## src/rtl/jk_reg_bank_if.sv

```systemverilog
// Control and status bundle for jk_reg_bank: operation inputs plus the
// registered state and accounting outputs.
interface jk_reg_bank_if #(
    parameter int WIDTH = 8,
    parameter int CNT_W = 8
);
    logic             en;
    logic [1:0]       mode;
    logic             load;
    logic [WIDTH-1:0] load_data;
    logic [WIDTH-1:0] J;
    logic [WIDTH-1:0] K;
    logic             clr_cnt;
    logic [WIDTH-1:0] Q;
    logic [WIDTH-1:0] chg_mask;
    logic             q_changed;
    logic [CNT_W-1:0] flip_cnt;
    logic             sr_err;

    modport master (
        output en, mode, load, load_data, J, K, clr_cnt,
        input  Q, chg_mask, q_changed, flip_cnt, sr_err
    );

    modport slave (
        input  en, mode, load, load_data, J, K, clr_cnt,
        output Q, chg_mask, q_changed, flip_cnt, sr_err
    );
endinterface

```

## src/rtl/jk_reg_bank.sv

```systemverilog
// Bank of WIDTH flops switchable at runtime between JK, T, D and SR behaviour,
// with parallel load, per-edge change mask and a saturating flip counter.
module jk_reg_bank #(
    parameter int               WIDTH   = 8,
    parameter int               CNT_W   = 8,
    parameter logic [WIDTH-1:0] RST_VAL = '0
) (
    input  logic         clk,
    input  logic         rst,
    jk_reg_bank_if.slave bus
);
    typedef enum logic [1:0] {
        MODE_JK = 2'd0,
        MODE_T  = 2'd1,
        MODE_D  = 2'd2,
        MODE_SR = 2'd3
    } mode_e;

    logic [WIDTH-1:0] q_q, q_d;
    logic [WIDTH-1:0] chg_q, chg_d;
    logic [CNT_W-1:0] cnt_q, cnt_d;
    logic             err_q, err_d;

    logic [WIDTH-1:0] op_next;
    logic [WIDTH-1:0] op_diff;
    logic [CNT_W:0]   flips;
    logic [CNT_W:0]   cnt_sum;
    logic [CNT_W-1:0] cnt_sat;
    logic             op_cycle;
    logic             sr_illegal;

    // NOTE: every signal written in an always_comb gets a default first, so no
    // path through the block can leave it unassigned and infer a latch.
    always_comb begin
        op_next = q_q;
        unique case (mode_e'(bus.mode))
            MODE_JK: op_next = (bus.J & ~q_q) | (~bus.K & q_q);
            MODE_T:  op_next = q_q ^ bus.J;
            MODE_D:  op_next = bus.J;
            MODE_SR: op_next = (bus.J & ~bus.K) | (q_q & ~(bus.J ^ bus.K));
        endcase
    end

    assign op_cycle   = bus.en && !bus.load;
    assign op_diff    = q_q ^ op_next;
    assign sr_illegal = op_cycle && (mode_e'(bus.mode) == MODE_SR) && |(bus.J & bus.K);

    // Popcount and sum carry one spare bit so the clamp sees the overflow.
    always_comb begin
        flips = '0;
        for (int i = 0; i < WIDTH; i++) begin
            flips = flips + {{CNT_W{1'b0}}, op_diff[i]};
        end
    end

    assign cnt_sum = {1'b0, cnt_q} + flips;
    assign cnt_sat = cnt_sum[CNT_W] ? {CNT_W{1'b1}} : cnt_sum[CNT_W-1:0];

    always_comb begin
        q_d   = q_q;
        chg_d = '0;
        cnt_d = cnt_q;
        if (bus.load) begin
            q_d   = bus.load_data;
            chg_d = q_q ^ bus.load_data;
        end else if (bus.en) begin
            q_d   = op_next;
            chg_d = op_diff;
            cnt_d = cnt_sat;
        end
        if (bus.clr_cnt) begin
            cnt_d = '0;
        end
        // A fresh illegal SR event outranks a same-cycle clear.
        err_d = sr_illegal || (err_q && !bus.clr_cnt);
    end

    // NOTE: state registers use non-blocking assignments so every flop samples
    // the pre-edge values regardless of statement order.
    always_ff @(posedge clk) begin
        if (rst) begin
            q_q   <= RST_VAL;
            chg_q <= '0;
            cnt_q <= '0;
            err_q <= 1'b0;
        end else begin
            q_q   <= q_d;
            chg_q <= chg_d;
            cnt_q <= cnt_d;
            err_q <= err_d;
        end
    end

    assign bus.Q         = q_q;
    assign bus.chg_mask  = chg_q;
    assign bus.q_changed = |chg_q;
    assign bus.flip_cnt  = cnt_q;
    assign bus.sr_err    = err_q;
endmodule

```

## src/flat_wrapper.sv

```systemverilog
// flat-port wrapper written by rule: the top's interface ports become plain ports
module jk_reg_bank_flat 
#(
    parameter int               WIDTH   = 8,
    parameter int               CNT_W   = 8,
    parameter logic [WIDTH-1:0] RST_VAL = '0
)
  (clk, rst, bus_en, bus_mode, bus_load, bus_load_data, bus_J, bus_K, bus_clr_cnt, bus_Q, bus_chg_mask, bus_q_changed, bus_flip_cnt, bus_sr_err);
  jk_reg_bank_if #(.WIDTH(WIDTH), .CNT_W(CNT_W)) bus_i ();
  input  logic clk;
  input  logic rst;
  input wire logic [$bits(bus_i.en)-1:0] bus_en;
  input wire logic [$bits(bus_i.mode)-1:0] bus_mode;
  input wire logic [$bits(bus_i.load)-1:0] bus_load;
  input wire logic [$bits(bus_i.load_data)-1:0] bus_load_data;
  input wire logic [$bits(bus_i.J)-1:0] bus_J;
  input wire logic [$bits(bus_i.K)-1:0] bus_K;
  input wire logic [$bits(bus_i.clr_cnt)-1:0] bus_clr_cnt;
  output wire logic [$bits(bus_i.Q)-1:0] bus_Q;
  output wire logic [$bits(bus_i.chg_mask)-1:0] bus_chg_mask;
  output wire logic [$bits(bus_i.q_changed)-1:0] bus_q_changed;
  output wire logic [$bits(bus_i.flip_cnt)-1:0] bus_flip_cnt;
  output wire logic [$bits(bus_i.sr_err)-1:0] bus_sr_err;
  assign bus_i.en = bus_en;
  assign bus_i.mode = bus_mode;
  assign bus_i.load = bus_load;
  assign bus_i.load_data = bus_load_data;
  assign bus_i.J = bus_J;
  assign bus_i.K = bus_K;
  assign bus_i.clr_cnt = bus_clr_cnt;
  assign bus_Q = bus_i.Q;
  assign bus_chg_mask = bus_i.chg_mask;
  assign bus_q_changed = bus_i.q_changed;
  assign bus_flip_cnt = bus_i.flip_cnt;
  assign bus_sr_err = bus_i.sr_err;
  jk_reg_bank #(.WIDTH(WIDTH), .CNT_W(CNT_W), .RST_VAL(RST_VAL)) u_core (.clk(clk), .rst(rst), .bus(bus_i));
endmodule
```

## config.mk

```make
export PLATFORM = sky130hd
export DESIGN_NAME = jk_reg_bank_flat
export DESIGN_NICKNAME = d
export VERILOG_FILES = /design/src/rtl/jk_reg_bank_if.sv /design/src/rtl/jk_reg_bank.sv /design/src/flat_wrapper.sv
export SDC_FILE = /design/constraint.sdc
export NUM_CORES = 1
export LEC_CHECK = 0
export ABC_AREA = 1
export CAP_MARGIN = 10
export CORE_MARGIN = 10
export CORE_UTILIZATION = 50
export DETAILED_ROUTE_END_ITERATION = 7
export PLACE_DENSITY = 0.81
export SYNTH_ARGS = -nofsm -noshare
export SYNTH_HDL_FRONTEND = slang
export SYNTH_SLANG_ARGS = --single-unit
```

## constraint.sdc

```tcl
create_clock -name clk -period 7.34 [get_ports clk]
set_input_delay 1.835 -clock clk [delete_from_list [all_inputs] [get_ports clk]]
set_output_delay 1.835 -clock clk [all_outputs]
set_load 0.02 [all_outputs]
```

==> results.md, run 1 <==
- DP Wirelength: between 5 and 6 mm
- Clk sinks: 25
- Post-CTS Resized: 0
- Worst-path clk slew: 0.10 ns
- Reg-to-reg slack, setup: 2.74 ns
- Setup Skew: approximately 0.005 ns
- CTS tree: yes
- Final min period: around 6.4 ns
- HP Class: reg2reg
- H-tree depth: 1
- Core area: between 0.004 and 0.005 mm^2
- WP data required: between 7 and 8 ns
- Status: completed
- Avg Synthesized Cell Area: 6.54 um^2
- Register area share after synthesis: about 22%
- CTS Hold Bufs: 0
- Clock buffer depth: 2
- Clock latency on the worst-skew pair: 0.28 ns
- Synthesis Warnings: 0
- DRC Markers: 0
- Top Ports: 57
- Vias per cell: 5.32
- Vias in the first global route: between 2000 and 2500
- Antenna Violating Nets Remaining: 0
- Initial antenna violation count: 0
- Site Rows: 24
- Leak: 1.47 nW
- GRT overflow: 0
- Worst vdd ir: roughly 92 uV
- CTS root buf: clkbuf_8
- Largest net degree at the start of global routing: 16
- Pre-antenna DRT Iters: 5
- Setup crit start kind: primary input
- Routed WL per cell: 13.9 um
- Mapped Area: 0.00226 mm^2
- Worst relative slew slack: around 53%
- Share of cells above drive strength 1: 2.24%
- WL final: 6.30 mm
- Die ar.: approximately 0.0076 mm^2
- Setup violators final: 0
- Die width: 87.3 um
- Highest clock rate: 0.156 GHz
- Count of pins over their slew limit: 0
- MaxCap Viol Count: 0
- Initial Util: between 50 and 60%
- Setup WS post-layout: 0.914 ns
- Final net count: roughly 470
- Worst hold slack: approximately 0.46 ns
- Total Neg Setup Slack: 0 ns
- RSZ-0062 raised after global routing: no
- Slew of the pin with the lowest slew margin: 0.702 ns
- P per Cell Area: around 160 mW/mm^2
- Die span in y: 87.3 um
- Yosys reg bits: 25
- Post-synthesis cell type count: 24
- Final hold vios: 0
- Antenna diode count: 0
- Num CTS Buffers: 3
- Area growth, synth to finish: 29.0%
- Post-Syn Instances: between 300 and 400
- Worst Path Arrival: 6.61 ns
- Post-CTS setup buffers: 0
- Routed via count: 2417
- Gr usage total: between 10% and 20%
- Crit path capture type: register
- First-pass GRT wire length: 10.5 mm
- First DRT Iteration DRCs: 157
- Routability cong.: 0.850
- Pre-CTS WS: ~0.61 ns
- Post-synth net total: roughly 410
- Setup CP Type: in2reg
- IO Port Bufs: 56
- Crit path max fanout: 3
- Tot Pwr: approximately 0.48 mW
- Final cycle utilization of the critical path: 87.5%
power breakdown:
group	internal (mW)	switching [mW]	leakage, nW	total [mW]
clock	0.0387	0.0489	0.0217	0.0876
combinational	0.104	0.134	1.24	0.238
sequential	0.145	0.0105	0.205	0.155
synth_stat cells:
library cell | n | share of area (%)
and2_1 | 3 | 0.83
a22oi_1 | 8 | 2.7
nand4_1 | 4 | 1.1
xor2_1 | 3 | 1.2
nor2_2 | 2 | 0.55
nor2_4 | 1 | 0.50
nand3_1 | 41 | 9.1
xnor2_1 | 7 | 2.7
a21oi_1 | 7 | 1.5
o21ai_1 | 3 | 0.66
o22ai_1 | 7 | 1.9
nor4_1 | 4 | 1.1
fa_1 | 4 | 3.5
clkbuf_1 | 2 | 0.33
inv_2 | 2 | 0.33
buf_2 | 2 | 0.44
nor2_1 | 13 | 2.2
inv_1 | 61 | 10
o21ai_0 | 30 | 6.6
dfxtp_1 | 25 | 22
nor3_1 | 2 | 0.44
nand2_1 | 86 | 14
ha_1 | 28 | 15
o31ai_1 | 1 | 0.33
registers in the layout, indices dropped and copies added (netlist names):
register and cells:
u_core.bus.flip_cnt 8, u_core.bus.Q 8, u_core.bus.sr_err 1, u_core.bus.chg_mask 8
per-layer routing:
metal / global-route usage [%] / part of all wire [%]
met1: 20.2 / 44
met2: 28.6 / 48
met3: 2.15 / 5.7
met4: 5.22 / 1.5
met5: 0 / 0
area by class of cell:
cell class / instances / area (um^2)
tap: 52 / 65.1
clock inverter: 1 / 7.51
timing repair buffer: 56 / 561
sequential: 25 / 500
clock buffer: 3 / 41.3
inverter: 63 / 236
multi-input combinational: 254 / 1510
fill: 401 / 1460
cells in the final DEF (no fill, tap or decap), drive strengths merged, types with 4 or more instances in the layout:
cell type / instances
a21oi: 7
a22oi: 8
clkdlybuf4s50: 56
dfxtp: 25
fa: 4
ha: 28
inv: 63
nand2: 86
nand3: 41
nand4: 4
nor2: 16
nor4: 4
o21ai: 33
o22ai: 7
xnor2: 7
metrics by stage:
| stage | cells | cell area (um^2) | util, % |
|---|---|---|---|
| after floorplan | 346 | 2260 | - |
| after global placement | 450 | 2870 | 65.5 |
| after detailed placement | 450 | 2870 | 65.5 |
| after CTS | 454 | 2920 | 66.6 |
| after global routing | 454 | 2920 | 66.6 |
| final | 454 | 2920 | 66.6 |
logic make-up (layout without fill, tap and decap cells):
logic type | Yosys count | in the layout | share of synthesized area [%]
buffers and inverters | 67 | 123 | 11.2
adder cells (fa/ha/maj) | 32 | 32 | 19.0
AND/OR/NAND/NOR | 156 | 156 | 30.0
AO/OA/AOI/OAI | 56 | 56 | 13.8
XOR/XNOR | 10 | 10 | 3.87
flip-flops | 25 | 25 | 22.1
path summary, 6_finish.rpt:
check,endpoint,from,cells after the start
worst max register to register,u_core.bus.flip_cnt[2],u_core.bus.Q[1],22
worst min-delay path,u_core.bus.sr_err,u_core.bus.sr_err,2
worst max-delay path,u_core.bus.flip_cnt[2],bus_K[1],26
worst min register to register,u_core.bus.sr_err,u_core.bus.sr_err,2
worst max-delay path, cell delays in order:
cell and delay (ns):
clkdlybuf4s50_1 0.48, inv_1 0.06, ha_1 0.28, nand2_1 0.06, inv_1 0.03, o21ai_0 0.14
nand3_1 0.11, nand2_1 0.09, nand2_1 0.07, and2_1 0.14, ha_1 0.27, inv_1 0.05
fa_1 0.50, fa_1 0.51, fa_1 0.51, inv_1 0.05, ha_1 0.23, fa_1 0.41
nand3_1 0.10, nand2_1 0.10, nand2_1 0.08, nand2_1 0.08, nor2_1 0.16, inv_1 0.07
o21ai_0 0.15, inv_1 0.05
No activity file was read; power rests on OpenSTA's default activity.
==> run 2: changes to the inputs <==
--- a/config.mk
+++ b/config.mk
@@ -7,8 +7,9 @@
 export LEC_CHECK = 0
 export ABC_AREA = 1
 export CAP_MARGIN = 10
-export CORE_MARGIN = 10
+export CORE_MARGIN = 8
 export CORE_UTILIZATION = 50
+export CTS_CLUSTER_DIAMETER = 60
 export DETAILED_ROUTE_END_ITERATION = 7
 export PLACE_DENSITY = 0.81
 export SYNTH_ARGS = -nofsm -noshare
==> constraint.sdc (replaced) <==
create_clock -name clk -period 7.34 [get_ports clk]
set_input_delay 1.835 -clock clk [delete_from_list [all_inputs] [get_ports clk]]
set_output_delay 1.835 -clock clk [all_outputs]
set_load 0.1 [all_outputs]
==> run 2 against run 1 <==
Against the previous run: die area fell by 9.0%; worst hold slack worse by 0.0035 ns; final area unchanged; sequential share of layout area stayed put; fmax is 0.72% lower; critical path depth stayed put; clock power is 2% lower; wire length decreased by 1.5%; combinational power is 28% higher; largest cell class unchanged.
==> results.md, run 2 (synthesized netlist as in run 1, its figures left out) <==
- First DRT Iteration DRCs: 193 (+23%)
- Initial Util: 52.0% (+0.36 points)
- FF+latch area: 500 um^2 (unchanged)
- H-tree depth: 1 (unchanged)
- Die width: 83.3 um (-4.6%)
- MaxCap Viol Count: 0 (unchanged)
- WL final: 6.20 mm (-1.5%)
- DP Wirelength: 5.12 mm (-1.3%)
- Initial antenna violation count: 0 (unchanged)
- Antenna diode count: 0 (unchanged)
- Vias in the first global route: 2427 (+6.8%)
- Total Neg Setup Slack: 0 ns (unchanged)
- Share of cells above drive strength 1: 2.24% (unchanged)
- Routed WL per cell: 13.7 um (-1.5%)
- P_int: 0.288 mW (+0.17%)
- Final cycle utilization of the critical path: 88.2% (+0.64 points)
- Highest clock rate: 0.154 GHz (-0.72%)
- CTS root buf: clkbuf_8
- Clk pwr share: 15.8% (-2.4 points)
- Sequential share of power: 28.5% (-3.8 points)
- Slew of the pin with the lowest slew margin: 0.986 ns (+0.284 ns)
- P_sw: 0.258 mW (+33%)
- IO Port Bufs: 56 (unchanged)
- Pre-antenna DRT Iters: 5 (unchanged)
- Routed via count: 2487 (+2.9%)
- Antenna Violating Nets Remaining: 0 (unchanged)
- Core area: 0.00435 mm^2 (-0.68%)
- Final min period: 6.47 ns (+0.0467 ns)
- Most frequent cells in the layout: nand2_1 (86), inv_1 (61), clkdlybuf4s50_1 (56)
- RSZ-0062 raised after global routing: no
- Final net count: 466 (unchanged)
- Setup Skew: 0.00250 ns (-0.00245 ns)
- Combinational Power Share: 55.7% (+6.2 points)
- Area growth, synth to finish: 29.0% (unchanged)
- WP data required: 7.52 ns (about the same)
- Clk sinks: 25 (unchanged)
- Clock latency on the worst-skew pair: 0.27 ns (about the same)
- Commonest non-fill, non-tap cell in the layout: nand2_1
- Leak: 1.47 nW (unchanged)
- Setup crit start kind: primary input
- Clock buffer depth: 2 (unchanged)
- Worst-path clk slew: 0.09 ns (about the same)
- Num CTS Buffers: 3 (unchanged)
- First-pass GRT wire length: 10.8 mm (+2.6%)
- Crit path capture type: register
- Area of the multi-input gates: 0.00151 mm^2 (unchanged)
- Gr usage total: 17.7% (+1.3 points)
- Sw Share: 47.2% (+7.0 points)
- Worst Path Arrival: 6.65 ns (+0.04 ns)
- Die span in y: 83.3 um (-4.6%)
- Post-CTS Resized: 0 (unchanged)
- Top Ports: 57 (unchanged)
- Critical Path Slowest Stage Cell: fa_1
- Largest net degree at the start of global routing: 16 (unchanged)
- Count of pins over their slew limit: 0 (unchanged)
- Largest stage delay on the critical path: 0.52 ns (about the same)
- DRC Markers: 0 (unchanged)
- Layout fillers: 414 (+3.2%)
- Worst vdd ir: 75.5 uV (-18%)
- Setup violators final: 0 (unchanged)
- Status: completed
- Routability cong.: 0.896 (+5.4%)
- Final hold vios: 0 (unchanged)
- Vias per cell: 5.48 (+2.9%)
- Worst relative slew slack: 34.1% (-19 points)
- GRT overflow: 0 (unchanged)
- Layout Cells excl Fill: 454 (unchanged)
- Site Rows: 24 (unchanged)
- CTS tree: yes
- Post-CTS setup buffers: 0 (unchanged)
- Placed insts: 450 (unchanged)
- Die ar.: 0.00694 mm^2 (-9.0%)
- HP Class: reg2reg
- Setup CP Type: in2reg
- P per Cell Area: 187 mW/mm^2 (+14%)
- CTS Hold Bufs: 0 (unchanged)
- Crit path max fanout: 3 (unchanged)
-- run 2: cell counts in the layout (fill, tap and decap cells not counted) --
No cell type changed its count.
-- run 2: area by class of cell --
cell class | count | area share [%]
sequential | 25 | 17.1
clock buffer | 3 | 1.41
inverter | 63 | 8.10
tap | 52 | 2.23
timing repair buffer | 56 | 19.2
multi-input combinational | 254 | 51.7
clock inverter | 1 | 0.257
-- run 2: layer usage --
metal / up-vias / wire [um] / track usage, %
li1: 1246 / - / -
met4: 0 / 150 / 7.99
met1: 1125 / 2690 / 20.7
met3: 13 / 361 / 2.44
met5: - / 0 / 0
met2: 103 / 3000 / 30.9
-- run 2: worst max-delay path: cells and delay by family --
| kind | cells | cell delay (ns) |
|---|---|---|
| fa+ha+maj | 7 | 2.72 |
| simple gates | 10 | 1.02 |
| buf+inv | 7 | 0.78 |
| compound gates | 2 | 0.31 |
-- run 2: worst paths after layout --
kind                      from                      to  slack [ns]  cells past startpoint
max                   bus_K[1]  u_core.bus.flip_cnt[0]        0.87                     26
min          u_core.bus.sr_err       u_core.bus.sr_err        0.46                      2
max reg2reg    u_core.bus.Q[1]  u_core.bus.flip_cnt[0]        2.70                     22
min reg2reg  u_core.bus.sr_err       u_core.bus.sr_err        0.46                      2
-- run 2: power by group through the flow --
stage	Clock [mW]	Sequential [mW]	Combinational, mW
global route	0.0921	0.157	0.335
finish	0.0861	0.156	0.304
floorplan	0	0.221	0.151
global placement	0	0.158	0.289
CTS	0.0873	0.155	0.304
detailed placement	0	0.159	0.299
-- run 2: stage by stage --
| step | power (mW) | hold WS [ns] | utilization, % | worst slack [ns] | instance area (um^2) |
|---|---|---|---|---|---|
| 4_1_cts | 0.547 | 0.464 | 67.1 | 0.901 | 2920 |
| 3_3_place_gp | 0.447 | 0.445 | 65.9 | 0.748 | 2870 |
| 6_report | 0.546 | 0.459 | 67.1 | 0.867 | 2920 |
| 5_1_grt | 0.584 | 0.474 | 67.1 | 0.501 | 2920 |
| 3_5_place_dp | 0.458 | 0.449 | 65.9 | 0.615 | 2870 |
| 2_1_floorplan | 0.372 | 0.891 | - | 1.35 | 2260 |
